<file path="src/rtl/if_fetch_stage_pkg.sv">
// Shared definitions for the instruction-fetch stage: FSM encodings, NOP word,
// default widths and a saturating-increment helper for the optional perf counters.
package if_fetch_stage_pkg;

   localparam int PC_W_DEF   = 32;
   localparam int INST_W_DEF = 32;

   localparam logic [1:0] ST_BOOT  = 2'd0;
   localparam logic [1:0] ST_RUN   = 2'd1;
   localparam logic [1:0] ST_STALL = 2'd2;

   localparam logic [31:0] NOP_INST = 32'h0000_0000;

   function automatic logic [31:0] sat_inc(input logic [31:0] value);
      return (&value) ? value : value + 32'd1;
   endfunction

endpackage

</file>
<file path="src/rtl/if_pc_sel.sv">
// Next-fetch-address mux. The address issued this cycle is also the value pc_q
// takes at the edge, so both outputs carry the same selection.
module if_pc_sel
   import if_fetch_stage_pkg::*;
#(
   parameter int               PC_W     = PC_W_DEF,
   parameter logic [0:PC_W-1]  RESET_PC = '0,
   parameter int unsigned      PC_INC   = 4
)
(
   input  logic              boot,
   input  logic              redirect,
   input  logic              stall,
   input  logic [0:PC_W-1]   pc_q,
   input  logic [0:15]       imm_addr,
   output logic [0:PC_W-1]   fetch_addr,
   output logic [0:PC_W-1]   pc_next
);

   always_comb begin
      fetch_addr = pc_q + PC_W'(PC_INC);
      if (boot) begin
         fetch_addr = RESET_PC;
      end else if (redirect) begin
         fetch_addr = PC_W'(imm_addr);
      end else if (stall) begin
         fetch_addr = pc_q;
      end
   end

   assign pc_next = fetch_addr;

endmodule

</file>
<file path="src/rtl/if_fetch_stage.sv">
// Instruction fetch stage with IF/ID register, stall hold and branch redirect.
// Optional build macro IF_PERF_CNT_EN adds saturating fetch/stall/flush counters.
module if_fetch_stage
   import if_fetch_stage_pkg::*;
#(
   parameter int               PC_W     = PC_W_DEF,
   parameter int               INST_W   = INST_W_DEF,
   parameter logic [0:PC_W-1]  RESET_PC = '0,
   parameter int unsigned      PC_INC   = 4
)
(
   input  logic                clk,
   input  logic                reset,
   input  logic                ID_br_ctrl,
   input  logic [0:15]         ID_imm_addr,
   input  logic                br_hazard_stall,
   input  logic                hdu_stall,
   output logic [0:PC_W-1]     imem_addr,
   output logic                imem_en,
   input  logic [0:INST_W-1]   imem_dout,
   output logic [0:INST_W-1]   IFID_inst,
   output logic [0:PC_W-1]     IFID_pc,
   output logic                IFID_valid
`ifdef IF_PERF_CNT_EN
   ,
   output logic [0:31]         perf_fetch_cnt,
   output logic [0:31]         perf_stall_cnt,
   output logic [0:31]         perf_flush_cnt
`endif
);

   logic                stall;
   logic                redirect;
   logic [1:0]          state;
   logic [1:0]          state_next;
   logic [0:PC_W-1]     pc_q;
   logic [0:PC_W-1]     pc_next;
   logic [0:INST_W-1]   hold_inst;
   logic [0:INST_W-1]   load_inst;
   logic                boot;
   logic                active;
   logic                squash;
   logic                load;

   assign stall    = br_hazard_stall | hdu_stall;
   assign redirect = ID_br_ctrl & ~stall;

   assign boot   = (state == ST_BOOT);
   assign active = (state == ST_RUN) | (state == ST_STALL);
   assign squash = active & redirect;
   assign load   = active & ~stall & ~redirect;
   // Once stalled, imem output is no longer valid; replay the captured word.
   assign load_inst = (state == ST_STALL) ? hold_inst : imem_dout;

   assign imem_en = boot | ~stall;

   if_pc_sel #(
      .PC_W     (PC_W),
      .RESET_PC (RESET_PC),
      .PC_INC   (PC_INC)
   ) u_pc_sel (
      .boot       (boot),
      .redirect   (redirect),
      .stall      (stall),
      .pc_q       (pc_q),
      .imm_addr   (ID_imm_addr),
      .fetch_addr (imem_addr),
      .pc_next    (pc_next)
   );

   always_comb begin
      state_next = state;
      case (state)
         ST_BOOT:  state_next = ST_RUN;
         ST_RUN:   state_next = (stall) ? ST_STALL : ST_RUN;
         ST_STALL: state_next = (stall) ? ST_STALL : ST_RUN;
         default:  state_next = ST_BOOT;
      endcase
   end

   always_ff @(posedge clk or negedge reset) begin
      if (!reset) begin
         state      <= ST_BOOT;
         pc_q       <= RESET_PC;
         hold_inst  <= '0;
         IFID_inst  <= '0;
         IFID_pc    <= '0;
         IFID_valid <= 1'b0;
      end else begin
         state <= state_next;
         if (boot | squash | load) begin
            pc_q <= pc_next;
         end
         if ((state == ST_RUN) && stall) begin
            hold_inst <= imem_dout;
         end
         if (squash) begin
            IFID_inst  <= INST_W'(NOP_INST);
            IFID_pc    <= '0;
            IFID_valid <= 1'b0;
         end else if (load) begin
            IFID_inst  <= load_inst;
            IFID_pc    <= pc_q;
            IFID_valid <= 1'b1;
         end
      end
   end

`ifdef IF_PERF_CNT_EN
   always_ff @(posedge clk or negedge reset) begin
      if (!reset) begin
         perf_fetch_cnt <= '0;
         perf_stall_cnt <= '0;
         perf_flush_cnt <= '0;
      end else begin
         if (load) begin
            perf_fetch_cnt <= sat_inc(perf_fetch_cnt);
         end
         if (active & stall) begin
            perf_stall_cnt <= sat_inc(perf_stall_cnt);
         end
         if (squash) begin
            perf_flush_cnt <= sat_inc(perf_flush_cnt);
         end
      end
   end
`endif

endmodule
</file>
<file path="config.mk">
export PLATFORM = sky130hd
export DESIGN_NAME = if_fetch_stage
export DESIGN_NICKNAME = d
export VERILOG_FILES = /design/src/rtl/if_fetch_stage_pkg.sv /design/src/rtl/if_pc_sel.sv /design/src/rtl/if_fetch_stage.sv
export SDC_FILE = /design/constraint.sdc
export NUM_CORES = 1
export LEC_CHECK = 0
export CORE_MARGIN = 4
export CORE_UTILIZATION = 25
export DETAILED_ROUTE_END_ITERATION = 10
export SLEW_MARGIN = 20
export SYNTH_ARGS = -nofsm -noshare
export SYNTH_HDL_FRONTEND = slang
export SYNTH_SLANG_ARGS = --single-unit
</file>
<file path="constraint.sdc">
create_clock -name clk -period 2.68 [get_ports clk]
set_clock_uncertainty 0.2 [all_clocks]
set_input_delay 0.536 -clock clk [delete_from_list [all_inputs] [get_ports clk]]
set_output_delay 0.536 -clock clk [all_outputs]
set_load 0.005 [all_outputs]
</file>
==> impl_metrics.env <==
export IMPL_status="complete, but fails checks"
export IMPL_failed_checks="setup timing"
export IMPL_timing_final_max_slew_violations=0
export IMPL_route_antenna_remaining_nets=0
export IMPL_total_power_uw=8407
export IMPL_met2_usage=0.2491
export IMPL_cts_reportedPaths_clkPinSlew_ps=60
export IMPL_hold_slack_ps=262.5
export IMPL_die_height_um=172.2
export IMPL_finalNetCount=1032
export IMPL_synth_async_sr_flop_share=1.000
export IMPL_setup_viol=24
export IMPL_gp_routability_congestion=0.8150
export IMPL_sw_frac=0.3244
export IMPL_setup_worst_path_start_class="register"
export IMPL_grt_first_pass_wirelength_mm=35.22
export IMPL_slowest_delay_ps=590
export IMPL_cellInternalPower_uw=5680
export IMPL_worstHoldPathType="register to register"
export IMPL_synthDominantAreaCellType="dfrtp_1"
export IMPL_report_final_hold_viol_count=0
export IMPL_crit_path_time_final_ps=3091
export IMPL_dpl_hpwl_mm=15.16
export IMPL_synthesis_yosys_warnings=0
export IMPL_worstPathBufferInverterCount=2
export IMPL_numPortBuffers=150
export IMPL_yosys_cell_types_count=60
export IMPL_critPathRequiredTime_ps=1940
export IMPL_globalRouteMet1Util=0.2018
export IMPL_seq_power_share=0.333
export IMPL_vdd_drop_max_mv=0.3252
export IMPL_synth_top_cell_area_share=0.4865
export IMPL_chipWidth_um=172.2
export IMPL_post_drt_wl_per_cell_um=17.15
export IMPL_num_cts_buffers=17
export IMPL_worstSetupPathType="register to output port"
export IMPL_setup_repair_after_global_routing_missed_its_margin="yes"
export IMPL_critical_path_cell_chain="nand4_4 -> or4_4 -> buf_6 -> nor4b_4 -> xnor2_1 -> nor2_2 -> buf_2"
export IMPL_synth_area_mm2=0.006738
export IMPL_coreArea_mm2=0.02628
export IMPL_p_switching_uw=2728
export IMPL_timing_max_slew_rel_slack=0.4613
export IMPL_die_area_mm2=0.02964
export IMPL_critical_path_max_fanout=4
export IMPL_cts_sinks=131
export IMPL_post_route_worst_setup_slack_ps=-410.6
export IMPL_totalWireLength_mm=22.67
export IMPL_data_arrival_time_of_the_critical_path_ps=2350
export IMPL_syn_num_nets=745
export IMPL_clock_path_buffers=2
export IMPL_synth_area_leaders="dfrtp_1 (49%), nand2_1 (6.6%), mux2_2 (5.5%), mux2i_1 (5.2%), o31ai_1 (5.0%)"
export IMPL_end_kind="output port"
export IMPL_final_cell_count_no_fill=1322
export IMPL_rows=59
export IMPL_layout_area_overhead_vs_synth_pct=61.88
export IMPL_drt_first_pass_iters=5
export IMPL_maxClockFrequency_mhz=323.6
export IMPL_dpl_cell_count=1234
export IMPL_grt_ovfl_total=0
export IMPL_cts_max_level=4
export IMPL_route_detailed_vias_per_inst=4.817
export IMPL_synthFlopType="dfrtp_1"
export IMPL_share_of_layout_cells_above_drive_strength_1=0.3458
export IMPL_maxCapViolCount=0
export IMPL_clk_latency_ps=430
export IMPL_synth_seq_cells=131
export IMPL_post_layout_utilization_of_the_core=0.4150
export IMPL_rrSetupSlack_ps=180
export IMPL_initial_core_util=0.2564
export IMPL_post_synth_cell_area_avg_um2=9.807
export IMPL_power_clock_fraction=0.300
export IMPL_power_density_mw_per_mm2=770.8
export IMPL_timing_critical_path_slowest_stage_cell="or4_4"
export IMPL_timing_setup_tns_ps=-5706
export IMPL_via_count_of_the_first_global_routing_pass=6387
export IMPL_met3_grt_util=0.03406
export IMPL_track_usage=0.1518
export IMPL_cp_top_family="simple AND/OR/NAND/NOR gates"
export IMPL_io_pin_count=151
export IMPL_worstMarginPinSlew_ps=805.1
export IMPL_grt_max_degree=66
export IMPL_synth_enable_flop_cells=0
export IMPL_num_vias=6368
export IMPL_leakage_uw=0.004965
export IMPL_clock_tree_root_driver_cell="clkbuf_16"
export IMPL_detail_route_iter0_violations=491
export IMPL_top_usage_layer="met2"
export IMPL_comb_power_share=0.367
export IMPL_antenna_found_initial=1
export IMPL_synthCells=687
export IMPL_tritoncts="done"
export IMPL_yosysSeqAreaShare=0.4865
export IMPL_share_of_the_cycle_needed_by_the_critical_path_after_routing=1.153
export IMPL_drc=0
-- metal layers --
metal / up-vias / routed length [um]
met5: - / 8
met4: 2 / 345
met3: 29 / 1133
met2: 172 / 11060
met1: 3147 / 10120
li1: 3018 / -
-- power groups by stage --
stage / combinational, uW / clock, uW / sequential, uW
global route: 3350 / 2680 / 2860
CTS: 3090 / 2580 / 2810
detailed placement: 3010 / 0 / 2830
global placement: 2980 / 0 / 2820
finish: 3090 / 2520 / 2800
floorplan: 1560 / 0 / 2810
-- cell families (layout without fill, tap and decap cells) --
| kind of cell | Yosys count | count (layout) | share of synthesized area |
|---|---|---|---|
| other | 0 | 1 | 0 |
| XOR/XNOR | 26 | 26 | 0.03380 |
| flip-flops | 131 | 131 | 0.4865 |
| multiplexers | 68 | 68 | 0.1072 |
| AO/OA/AOI/OAI | 126 | 126 | 0.1302 |
| AND/OR/NAND/NOR | 266 | 266 | 0.1944 |
| buffers and inverters | 65 | 364 | 0.03862 |
| adder cells (fa/ha/maj) | 5 | 5 | 0.009285 |
-- timing repair --
| action | 4_1_cts | 5_1_grt |
|---|---|---|
| buffers inserted | 39 | 18 |
| hold buffers | 1 | 0 |
| cloned | 2 | 0 |
| setup endpoints to repair | 33 | 29 |
| gates resized for setup | 204 | 28 |
| pin swaps | 43 | 22 |
| hold endpoints to repair | 43 | 0 |
-- cell usage in the layout, fill, tap and decap left out, types with 4 or more instances in the layout --
cell	instances
a211oi_2	7
a21o_1	5
a21oi_1	15
a22oi_1	6
a31oi_1	10
and3_1	5
buf_12	6
buf_2	25
buf_4	133
buf_6	31
bufinv_16	4
clkbuf_16	17
clkdlybuf4s50_1	113
clkinv_4	4
dfrtp_1	131
dlygate4sd2_1	7
inv_1	8
mux2_2	33
mux2i_1	35
nand2_1	111
nand2_4	4
nand3_1	31
nand3_4	6
nand4_1	9
nor2_1	42
nor2_4	5
nor3_4	6
nor3b_1	4
o21ai_0	11
o31ai_1	45
or3_1	4
xnor2_1	6
xnor2_2	8
xor2_1	8
xor2_2	4
-- worst register-to-register path, cell delays in order (launching register included) --
cell and delay [ps]:
dfrtp_1 370, inv_1 70, ha_2 370, or4b_1 470, or2_1 450, or3_1 390, o21ai_0 80
-- final timing paths --
kind,from,cells past startpoint,to
max,pc_q[19],7,imem_addr[0]
min,IFID_pc[13],2,IFID_pc[13]
max reg2reg,state[1],6,pc_q[6]
min reg2reg,IFID_pc[13],2,IFID_pc[13]
max in group asynchronous,reset,3,IFID_pc[22]
min in group asynchronous,reset,2,IFID_inst[1]
-- area by class of cell --
class | instances | area (um2)
inverters | 10 | 40.04
diodes | 1 | 2.502
fillers | 2505 | 15370
multi-input cells | 491 | 3651
clock inverters | 13 | 185.2
flip-flops and latches | 131 | 3278
well taps | 335 | 419.2
clock buffers | 18 | 439.2
repair buffers | 323 | 2892
-- sequential cells by signal (all words and copies together), names as in the netlist --
| signal | cells |
|---|---|
| state | 2 |
| IFID_pc | 32 |
| IFID_inst | 32 |
| pc_q | 32 |
| hold_inst | 32 |
| IFID_valid | 1 |
-- per-stage QoR --
stage	area [um2]	setup slack, ps
finish	10910	-410.6
global route	10900	-496.1
CTS	10690	-393.7
detailed placement	9407	-1011
global placement	9407	-1009
floorplan	6738	62.24
-- synthesized netlist by cell type (6+ instances only) --
cell type  instances
a21oi_1           17
and3_1             6
nor2_1            48
o31ai_1           45
nand4_1            9
buf_1             11
clkbuf_1          36
a22oi_1            6
a211oi_1          10
o21ai_0           11
xnor2_1           14
dfrtp_1          131
buf_2              7
a31oi_1           10
nand3_1           40
xor2_1            12
mux2i_1           35
inv_1              9
nand2_1          118
mux2_2            33
Note: power is estimated with default switching activity, not from simulation.
